**config.mk**
```make
export PLATFORM = sky130hd
export DESIGN_NAME = dreq_arbiter
export DESIGN_NICKNAME = d
export VERILOG_FILES = /design/src/rtl/dreq_arbiter.sv
export SDC_FILE = /design/constraint.sdc
export NUM_CORES = 1
export LEC_CHECK = 0
export BUFFER_PORTS_ARGS = -buffer_cell sky130_fd_sc_hd__buf_2
export CORE_ASPECT_RATIO = 1.25
export CORE_MARGIN = 2
export CORE_UTILIZATION = 45
export DETAILED_ROUTE_END_ITERATION = 10
export GPL_TIMING_DRIVEN = 0
export PLACE_DENSITY = 0.7
export SETUP_SLACK_MARGIN = 0.5
export SYNTH_ARGS = -nofsm -noshare
export SYNTH_HDL_FRONTEND = slang
export SYNTH_SLANG_ARGS = --single-unit
```
**constraint.sdc**
```tcl
create_clock -name clk -period 2.2 [get_ports clk]
set_input_delay 0.44 -clock clk [delete_from_list [all_inputs] [get_ports clk]]
set_output_delay 0.44 -clock clk [all_outputs]
set_load 0.005 [all_outputs]
```
**src/rtl/dreq_arbiter.sv**
```systemverilog
// -----------------------------------------------------------------------------
// dreq_arbiter
//
// Purpose:
//    Four-channel DMA request arbiter. It raises a hold request to the
//    processor when any unmasked channel requests service. Once hold is
//    acknowledged, it grants the bus to one channel, chosen by fixed or
//    rotating priority. The grant is held until end-of-transfer or until the
//    channel withdraws its demand. Then hold is released and the arbiter
//    waits for the processor to drop HLDA before accepting new work.
//    Two abnormal cases end the cycle with a one-cycle err pulse:
//    a missing HLDA (timeout) and HLDA lost during a grant.
//
// Parameters:
//    TIMEOUT      number of cycles HREQ is held waiting for HLDA (>= 1)
//
// Ports:
//    clk          system clock, all state changes on the rising edge
//    reset        asynchronous, active-low reset
//    DREQ[3:0]    level-sensitive per-channel DMA requests (bit n = channel n)
//    mask[3:0]    1 = channel ignored when a new winner is chosen
//    rotate       priority mode: 0 fixed (ch0 highest), 1 rotating
//    HLDA         hold acknowledge from the processor
//    eop          one-cycle end-of-transfer pulse from the DMA datapath
//    HREQ         hold request to the processor
//    DACK[3:0]    one-hot acknowledge of the granted channel, zero otherwise
//    grant_ch     index of the granted channel, 0 when no grant
//    grant_valid  high while a channel owns the bus
//    err          one-cycle pulse on HLDA timeout or HLDA loss during grant
// -----------------------------------------------------------------------------
module dreq_arbiter #(
   parameter int TIMEOUT = 15
) (
   input  logic       clk,
   input  logic       reset,
   input  logic [3:0] DREQ,
   input  logic [3:0] mask,
   input  logic       rotate,
   input  logic       HLDA,
   input  logic       eop,
   output logic       HREQ,
   output logic [3:0] DACK,
   output logic [1:0] grant_ch,
   output logic       grant_valid,
   output logic       err
);

   // The counter only has to represent 0 .. TIMEOUT-1.
   // The last value is the cycle on which the request is abandoned.
   localparam int            CW       = (TIMEOUT < 2) ? 1 : $clog2(TIMEOUT);
   localparam logic [CW-1:0] CNT_LAST = CW'(TIMEOUT - 1);

   typedef enum logic [1:0] {
      ST_IDLE    = 2'd0,
      ST_REQ     = 2'd1,
      ST_GRANT   = 2'd2,
      ST_RELEASE = 2'd3
   } state_t;

   state_t          state_q, state_d;
   logic [CW-1:0]   cnt_q,   cnt_d;
   logic [1:0]      ch_q,    ch_d;    // latched winner
   logic [1:0]      ptr_q,   ptr_d;   // highest-priority channel in rotating mode
   logic            err_q,   err_d;

   // -------------------------------------------------------------------------
   // Winner selection
   // -------------------------------------------------------------------------
   logic [3:0] req_vec;
   logic [7:0] req_dbl;
   logic [3:0] req_rot;
   logic [1:0] start_ch;
   logic [1:0] win_off;
   logic [1:0] win_ch;
   logic       win_found;

   assign req_vec   = DREQ & ~mask;
   assign win_found = |req_vec;
   assign start_ch  = rotate ? ptr_q : 2'd0;

   // Rotate the request vector so that the highest-priority channel sits at
   // bit 0. A plain lowest-bit priority encoder then yields the winner's
   // offset from start_ch. The doubled vector makes the wrap-around a slice.
   assign req_dbl = {req_vec, req_vec};
   assign req_rot = req_dbl[start_ch +: 4];

   always_comb begin
      win_off = 2'd3;
      if (req_rot[0]) begin
         win_off = 2'd0;
      end else if (req_rot[1]) begin
         win_off = 2'd1;
      end else if (req_rot[2]) begin
         win_off = 2'd2;
      end
   end

   // Two-bit addition wraps modulo 4, which is exactly the channel ring.
   assign win_ch = start_ch + win_off;

   // -------------------------------------------------------------------------
   // State register
   // -------------------------------------------------------------------------
   always_ff @(posedge clk or negedge reset) begin
      if (!reset) begin
         state_q <= ST_IDLE;
         cnt_q   <= '0;
         ch_q    <= 2'd0;
         ptr_q   <= 2'd0;
         err_q   <= 1'b0;
      end else begin
         state_q <= state_d;
         cnt_q   <= cnt_d;
         ch_q    <= ch_d;
         ptr_q   <= ptr_d;
         err_q   <= err_d;
      end
   end

   // -------------------------------------------------------------------------
   // Next-state logic
   // -------------------------------------------------------------------------
   always_comb begin
      state_d = state_q;
      cnt_d   = '0;            // counter is only live while in ST_REQ
      ch_d    = ch_q;
      ptr_d   = ptr_q;
      err_d   = 1'b0;

      case (state_q)
         ST_IDLE: begin
            if (win_found) begin
               state_d = ST_REQ;
            end
         end

         ST_REQ: begin
            // An acknowledge in the last counted cycle still wins over the timeout.
            if (HLDA) begin
               if (win_found) begin
                  ch_d    = win_ch;
                  state_d = ST_GRANT;
               end else begin
                  // Every request went away while we waited.
                  // Hand the bus straight back.
                  state_d = ST_RELEASE;
               end
            end else if (cnt_q == CNT_LAST) begin
               state_d = ST_IDLE;
               err_d   = 1'b1;
            end else begin
               cnt_d = cnt_q + 1'b1;
            end
         end

         ST_GRANT: begin
            // Losing HLDA is checked first, so a simultaneous eop is dropped.
            // In that case the rotation pointer is left untouched.
            // Mask changes are deliberately not looked at here. Only the
            // granted channel's own DREQ can end the grant.
            if (!HLDA) begin
               state_d = ST_IDLE;
               err_d   = 1'b1;
            end else if (eop || !DREQ[ch_q]) begin
               state_d = ST_RELEASE;
               // The pointer always follows the last completed grant.
               // It only takes effect while rotate=1.
               ptr_d   = ch_q + 2'd1;
            end
         end

         ST_RELEASE: begin
            if (!HLDA) begin
               state_d = ST_IDLE;
            end
         end

         default: begin
            state_d = ST_IDLE;
         end
      endcase
   end

   // -------------------------------------------------------------------------
   // Outputs: decoded from registered state.
   // They take their reset values as soon as reset is asserted.
   // -------------------------------------------------------------------------
   assign HREQ        = (state_q == ST_REQ) || (state_q == ST_GRANT);
   assign grant_valid = (state_q == ST_GRANT);
   assign grant_ch    = grant_valid ? ch_q : 2'd0;
   assign err         = err_q;

   // One-hot by construction: at most one bit can match ch_q.
   generate
      for (genvar gi = 0; gi < 4; gi++) begin : g_dack
         assign DACK[gi] = grant_valid && (ch_q == 2'(gi));
      end
   endgenerate

endmodule

```
* Word level (Yosys, flattened, before mapping)
Index checks and enable logic that the tools add are counted.
** Word-level totals
- Flip-flop bits (word level) :: 11
- Word-level logic and storage cells :: 58
- Output and inout bits :: 9
- Bits of input ports :: 13
** Cells by class
- Equal/unequal tests :: 11
- Bitwise operators :: 2
- Multiplexer cells :: 22
- Shift-type cells :: 1
- Order comparisons :: 1
- Reduce and logical (&&, ||, !) cells :: 13
- Add/sub/neg operators :: 3
** Operators by type and width (count)
- 2-bit 2-to-1 mux :: 10
- 4-bit 2-to-1 mux :: 3
- 2-bit equality test, second input constant :: 4
- 2-bit case mux with 4 select lines :: 1
- 8-bit by 3-bit variable part select with 3-bit output :: 1
- 1-bit 2-to-1 mux :: 6
- 3-bit AND reduction :: 2
- 4-bit by 1-bit adder with 4-bit output, second input constant :: 1
- 4-bit bitwise AND :: 1
- 2-bit by 1-bit equality test with 1-bit output, second input constant :: 2
- 4-bit equality test, second input constant :: 1
- 1-bit logical AND :: 4
- 2-bit logical NOT :: 2
- 2-bit inequality test, second input constant :: 2
- 4-bit NOT :: 1
- 4-bit AND reduction :: 1
- 4-bit OR reduction :: 1
- 2-bit by 3-bit < comparator with 1-bit output, second input constant :: 1
- 3-bit by 2-bit inequality test with 1-bit output, second input constant :: 1
- 3-bit inequality test, second input constant :: 1
- 2-bit by 1-bit adder with 2-bit output, second input constant :: 1
- 2-bit adder :: 1
- 1-bit binary-select mux with 2-bit select :: 1
- 1-bit logical OR :: 2
- other kinds (2) :: 2

* Longest topological paths before layout
Gate-level depths: netlist (run 1).
- Depth after elaboration :: 7
- Gate-level depth with buffers :: 7
- Depth with buffers taken out :: 7

* Least setup slack after synthesis (run 1)
OpenSTA, ideal clock, no wires.
- Path type :: register to register
- Start :: register ch_q[1]
- End :: register state_q[1]
- Path buffers :: 0
- Period minus slack after synthesis :: 1.684 ns
- Required time :: 2.072 ns
- Setup slack :: 0.516 ns
- Setup time :: 0.128 ns
- Stages on the path, launching flop included :: 5
- Data arrival time :: 1.556 ns
- Cell sequence :: dfrtp_1 mux4_2 nor2b_4 a31oi_4 mux2_1
** Between the ends
- Cells in the longest elaborated chain, start to end :: 6
** RTL lines
- from (decl) :: line 62 : logic [1:0] ch_q, ch_d;
- from (signal assigned) :: line 114 : ch_q <= ch_d;
- 1-bit binary-select mux with 2-bit select :: line 164 : end else if (eop || !DREQ[ch_q]) begin
- 1-bit 2-to-1 mux (not written as such) :: line 164
- 1-bit logical NOT :: line 164
- 1-bit logical OR :: line 164
- 3-bit by 2-bit inequality test with 1-bit output (no line)
- 4-bit AND reduction (no line)
- to (signal assigned) :: line 112 : state_q <= state_d;
- to (decl) :: line 60 : state_t state_q, state_d;
Every way passes these cells. The select of a mux whose other input is x is not followed.
A chain may end at the register's enable or synchronous reset.

* Worst setup path in the final report (run 1)
Same ends and word-level chain as after synthesis.

==> qor.txt, run 1 <==
Relative slew slack: 82.3%
Worst-case clock buffer depth: 2
Maximum clock rate: 0.593 GHz
Slew @ Worst Pin: 0.264 ns
CP Class: reg -> reg
Cell variety after synth: 31
Clock network fraction of total power: 13.3%
WP data required: 2.35 ns
Period utilization: 76.7%
Power Density: 973 nW/um^2
Clk Latency, worst-skew pair: 0.27 ns
MaxCap Viol Count: 0
Post-synth top flop: dfrtp_1
Num CTS Buffers: 3
Sw Ratio: 40.8%
Peak supply drop: 0.429 mV
Via count: 743
Final Max Slew Viols: 0
Final hold violations: 0
Area post-placement: 981 sq um
P_int: 634 uW
# DRC: 0
Yosys warnings: 0
Drt initial violations: 12
Asr flop ratio synth: 100%
CP Max Fanout: 6
Sequential power share: 33.4%
Initial Utilization: 48.3%
Vias in the first global route: 735
Pin count of the biggest net entering global routing: 12
Routed Wire Length: 1.79 mm
Final Net Count: 145
Critical Path AT: 1.84 ns
CP startpoint: ch_q[1]$_DFFE_PN0P_
I/O pin cnt: 22
WHS: 0.0187 ns
Root Buffer: clkbuf_4
CTS tree: yes
Clk slew on worst S/H paths: 0.08 ns
Startpoint Class: register
Setup crit end kind: register
Final setup fails: 0
Synth Net Count: 114
Global route overflow: 0
Setup TNS: 0 ns
Post-Synthesis Cells: 90
GRT Total Usage: 18.3%
Reg2reg start: ch_q[1]$_DFFE_PN0P_
RD Place Congestion: 0.759
Sw Pwr: 437 uW
Minimum clock period: 1.69 ns
Setup Skew: 0.00384 ns
Syn_area_per_cell: 9.47 sq um
Design area: 1100 sq um
Core Util, Final: 62.3%
First-pass GRT wire length: 3.14 mm
Outcome: finished, final reports clean
CTS H-tree depth: 1
Final HPWL DP: 1.42 mm
Initial antenna violation count: 0
Chip height: 52.7 um
Detailed-router iteration count before antenna repair: 4
Number of synthesized flops with an enable pin: 0
Fraction of layout cells with a size suffix above 1: 36.7%
Via density: 5.35
Cell Area, Synth: 852 sq um
Logic pwr share: 53.3%
Post-route ant nets: 0
Power Total: 1070 uW
Die Wd: 42.9 um
Min-delay worst type: in -> async
LEAKAGE: 0.000540 uW
Antenna Cells: 0
RSZ-0062 raised after global routing: yes
Clk sink count: 11
FP Rows: 17
Core box area: 1770 sq um
Die area: 2260 sq um
Synth-to-Final Area Change: 29.1%
Seq/Total Area, Yosys: 32.3%
PortBufs: 21
Post-synthesis register bit count: 11
Wire length per cell: 12.9 um
[critical path, cell delays in order, from the launching register on]
cell     delay (ns)
dfrtp_2        0.44
mux4_2         0.51
nor2b_4        0.16
a31oi_4        0.16
mux2_4         0.31
[metal layers]
metal  global-route usage [%]  up-vias  routed length, um
met1                     20.3      348                738
met3                     2.07        4                 60
met4                     8.85        0                 33
met2                     34.1       18                960
met5                        0        -                  0
li1                         -      373                  -
[power by group through the flow]
stage | clock (uW) | sequential [uW] | combinational, uW
2_1_floorplan | 0 | 328 | 337
3_3_place_gp | 0 | 351 | 433
3_5_place_dp | 0 | 355 | 460
4_1_cts | 141 | 361 | 505
5_1_grt | 146 | 373 | 648
6_report | 142 | 358 | 571
[sequential cells by signal (all words and copies together), names as in the netlist]
signal,count
state_q,2
ptr_q,2
cnt_q,4
ch_q,2
err,1
[kinds of logic (layout without fill, tap and decap cells)]
| group | after synthesis | after routing | share of synthesized area (%) |
|---|---|---|---|
| and+or+nand+nor | 38 | 38 | 24.4 |
| AOI/OAI and AO/OA | 15 | 15 | 13.4 |
| adders and majority gates | 11 | 11 | 16.2 |
| DFF | 11 | 11 | 32.3 |
| buffers and inverters | 7 | 37 | 3.08 |
| muxes | 5 | 5 | 7.64 |
| xor gates and xnor gates | 3 | 3 | 3.08 |
[layout make-up]
class                      instances  area [sq um]
sequential                        11           278
tap                               19          23.8
clock inverter                     1          5.00
fill                             172           666
timing repair buffer              26           161
clock buffer                       3          22.5
inverter                           7          26.3
multi-input combinational         72           583
[path summary, 6_finish.rpt]
path / end / slack, ns / cells after the start
max in group asynchronous: ch_q[1]$_DFFE_PN0P_ / 1.96 / 1
min: cnt_q[2]$_DFF_PN0_ / 0.02 / 1
max reg2reg: state_q[1]$_DFFE_PN0P_ / 0.51 / 4
min in group clk: err$_DFF_PN0_ / 0.45 / 2
max: state_q[1]$_DFFE_PN0P_ / 0.51 / 4
min reg2reg: cnt_q[0]$_DFF_PN0_ / 0.48 / 1
[Yosys cell counts (all sizes together), types with 2 or more instances]
cell type	number	area, sq um
nor2	8	32.5
nand2	7	26.3
nand2b	4	25.0
xor2	2	17.5
a21oi	2	10.0
and2	7	43.8
mux2	2	22.5
inv	7	26.3
nor2b	2	20.0
nand3	5	25.0
mux2i	2	20.0
dfrtp	11	275
o21ai	5	25.0
ha	11	138
[placed cells by master, fill, tap and decap left out, types with 2 or more instances in the layout]
cell type  instances
buf_2             18
ha_1              10
dfrtp_1            9
nor2_1             7
nand2_1            7
inv_1              6
nand3_1            5
o21ai_0            5
buf_4              5
and2_1             4
nand2b_1           4
and2_4             3
clkbuf_4           3
buf_6              3
xor2_1             2
a21oi_1            2
mux2_4             2
mux2i_1            2
dfrtp_2            2
[through the flow]
stage	std cells	setup slack, ns
after CTS	136	0.503
after detailed placement	130	0.392
after floorplan	90	0.516
after global placement	130	0.398
final	139	0.513
after global routing	139	0.460
[timing repair]
action	in CTS	in global routing
setup endpoints to repair	9	9
setup buffers	2	3
hold buffers	0	0
pin swaps	2	3
endpoints found under the hold margin	0	0
resized for setup	7	7
(Power assumes the default switching activity.)
==> inputs of run 2 (changes only) <==
--- a/config.mk
+++ b/config.mk
@@ -11,7 +11,7 @@
 export CORE_UTILIZATION = 45
 export DETAILED_ROUTE_END_ITERATION = 10
 export GPL_TIMING_DRIVEN = 0
-export PLACE_DENSITY = 0.7
+export PLACE_DENSITY = 0.72
 export SETUP_SLACK_MARGIN = 0.5
 export SYNTH_ARGS = -nofsm -noshare
 export SYNTH_HDL_FRONTEND = slang
==> constraint.sdc (replaced) <==
create_clock -name clk -period 1.4 [get_ports clk]
set_input_delay 0.28 -clock clk [delete_from_list [all_inputs] [get_ports clk]]
set_output_delay 0.28 -clock clk [all_outputs]
set_load 0.005 [all_outputs]
==> run 2 against run 1 <==
- the flow now finishes with violations (negative setup slack)
- global-route usage increased by 0.47 points
- first-iteration DRC count shrank 33%
- design area up 9.9%
- clock-buffer cell count stayed put
- clock skew decreased by 0.0021 ns
- sequential power rose by 58%
- critical path type is now reg -> out
- largest cell class unchanged
- largest power group unchanged
==> qor.txt, run 2 (synthesis gave the netlist of run 1 again) <==
RD Place Congestion: 0.741 (was 0.759)
Post-route ant nets: 0 (unchanged)
Maximum clock rate: 0.612 GHz
Hold path start: HLDA
MaxCap Viol Count: 0 (unchanged)
Reg2reg path depth: 6 (was 4)
Synth-to-Final Area Change: 41.9% (was 29.1%)
Wire length per cell: 13.4 um (was 12.9 um)
Clk Latency, worst-skew pair: 0.27 ns (about the same)
Core Util, Final: 68.5% (was 62.3%)
R2R setup slack: -0.23 ns (was 0.51 ns)
I/O pin cnt: 22 (unchanged)
FP Rows: 17 (unchanged)
Max reg flops: 4 (unchanged)
Die area: 2260 sq um (unchanged)
Outcome: finished with violations (was finished, final reports clean)
Design area: 1210 sq um (was 1100 sq um)
Worst-case clock buffer depth: 2 (unchanged)
PortBufs: 21 (unchanged)
LEAKAGE: 0.000583 uW (was 0.000540 uW)
# DRC: 0 (unchanged)
Final Net Count: 153 (was 145)
Setup WS pre-CTS: -0.413 ns (was 0.392 ns)
Chip height: 52.7 um (unchanged)
Sw Ratio: 39.9% (was 40.8%)
Initial Utilization: 48.3% (unchanged)
Worst Hold Path Cells: 2
CP Max Fanout: 6 (unchanged)
Reg2reg start: state_q[1]$_DFFE_PN0P_ (was ch_q[1]$_DFFE_PN0P_)
Sw Pwr: 764 uW (was 437 uW)
Startpoint Class: register (unchanged)
CTS H-tree depth: 1 (unchanged)
Pin count of the biggest net entering global routing: 12 (unchanged)
Num CTS Buffers: 3 (unchanged)
Critical Path AT: 1.35 ns (was 1.84 ns)
Relative slew slack: 80.3% (was 82.3%)
Clock network fraction of total power: 11.3% (was 13.3%)
Final Max Slew Viols: 0 (unchanged)
Period utilization: 117%
Setup Skew: 0.00172 ns (was 0.00384 ns)
Detailed-router iteration count before antenna repair: 4 (unchanged)
Setup crit end kind: output port (was register)
Final HPWL DP: 1.40 mm (was 1.42 mm)
Largest reg by FF count: cnt_q (unchanged)
GRT Total Usage: 18.8% (was 18.3%)
Routed Wire Length: 1.96 mm (was 1.79 mm)
Root Buffer: clkbuf_4 (unchanged)
Final hold violations: 0 (unchanged)
Via count: 772 (was 743)
RR Endpoint: state_q[1]$_DFFE_PN0P_ (unchanged)
Clk slew on worst S/H paths: 0.07 ns (was 0.08 ns)
Sequential power share: 29.5% (was 33.4%)
Fraction of layout cells with a size suffix above 1: 48.4% (was 36.7%)
Logic pwr share: 59.2% (was 53.3%)
P_int: 1150 uW (was 634 uW)
Min-delay worst type: in -> reg (was in -> async)
Failing checks: negative setup slack
Antenna Cells: 0 (unchanged)
Die Wd: 42.9 um (unchanged)
Vias in the first global route: 724 (was 735)
Initial antenna violation count: 0 (unchanged)
Commonest non-fill, non-tap cells in the layout: 21 x buf_2, 11 x buf_4, 8 x dfrtp_1 (was 18 x buf_2, 10 x ha_1, 9 x dfrtp_1)
Minimum clock period: 1.63 ns
Most common cell after layout, fill and taps aside: buf_2 (unchanged)
Area post-placement: 1020 sq um (was 981 sq um)
Slew @ Worst Pin: 0.294 ns (was 0.264 ns)
CP Class: reg -> out (was reg -> reg)
Hold EP: err$_DFF_PN0_
Post-route worst setup slack: -0.233 ns (was 0.513 ns)
Via density: 5.25 (was 5.35)
Peak supply drop: 0.824 mV (was 0.429 mV)
# fillers: 148 (was 172)
Clk sink count: 11 (unchanged)
RSZ-0062 raised after global routing: yes (unchanged)
Core box area: 1770 sq um (unchanged)
Global route overflow: 0 (unchanged)
Final setup fails: 12 (was 0)
Drt initial violations: 8 (was 12)
CTS tree: yes (unchanged)
First-pass GRT wire length: 3.17 mm (was 3.14 mm)
WP data required: 1.12 ns (was 2.35 ns)
Power Density: 1580 nW/um^2 (was 973 nW/um^2)
-- run 2: changes by cell type in the layout (fill, tap and decap cells not counted), sizes merged --
cell         previous run  this run
buf                    26        33
dlygate4sd3             0         1
-- run 2: per-stage QoR --
| step | std cells | hold slack [ns] | power [uW] | TNS (ns) |
|---|---|---|---|---|
| after floorplan | 90 | -0.0156 | 1150 | -0.569 |
| final | 147 | 0.285 | 1910 | -1.64 |
| after global routing | 147 | 0.290 | 2090 | -2.32 |
| after detailed placement | 130 | 0.162 | 1390 | -1.86 |
| after CTS | 140 | 0.284 | 1770 | -1.81 |
| after global placement | 130 | 0.155 | 1360 | -1.42 |
-- run 2: power by group through the flow --
stage	combinational [uW]	sequential (uW)	clock, uW
5_1_grt	1270	585	234
6_report	1130	565	217
3_3_place_gp	792	566	0
4_1_cts	981	568	223
3_5_place_dp	818	577	0
2_1_floorplan	625	530	0
-- run 2: cell type report --
cell class,instances,area [sq um],share of cell area [%]
multi-input combinational,72,643,53.2
sequential,11,279,23.1
timing repair buffer,34,209,17.3
inverter,7,26.3,2.17
tap,19,23.8,1.97
clock buffer,3,22.5,1.86
clock inverter,1,5.00,0.414
-- run 2: repair_timing --
action                     4_1_cts  5_1_grt
pin swaps                        2        3
gates resized for setup         10        8
hold buffers                     1        0
hold endpoints to repair        11        0
buffers inserted                 5        7
setup endpoints to repair       20       20
-- run 2: how the worst max path moves through the flow --
stage,slack (ns),from,cells past startpoint,end
3_3_place_gp,-0.36,ch_q[1]$_DFFE_PN0P_,4,state_q[1]$_DFFE_PN0P_
4_1_cts,-0.23,ch_q[1]$_DFFE_PN0P_,4,state_q[1]$_DFFE_PN0P_
2_1_floorplan,-0.25,ch_q[1]$_DFFE_PN0P_,4,state_q[1]$_DFFE_PN0P_
3_5_place_dp,-0.41,ch_q[1]$_DFFE_PN0P_,4,state_q[1]$_DFFE_PN0P_
6_report,-0.23,state_q[1]$_DFFE_PN0P_,4,DACK[2]
5_1_grt,-0.30,cnt_q[0]$_DFF_PN0_,7,state_q[1]$_DFFE_PN0P_
-- run 2: metal layers --
metal | track usage, % | up-vias | wire length, um
li1 | - | 389 | -
met3 | 1.03 | 2 | 52
met5 | 0 | - | 0
met1 | 21.5 | 362 | 776
met2 | 35.6 | 19 | 1120
met4 | 7.81 | 0 | 17
-- run 2: critical path: stages, from the launching register on --
cell and delay, ns:
dfrtp_1 0.45, ha_4 0.21, buf_4 0.15, and2_1 0.15
buf_2 0.12
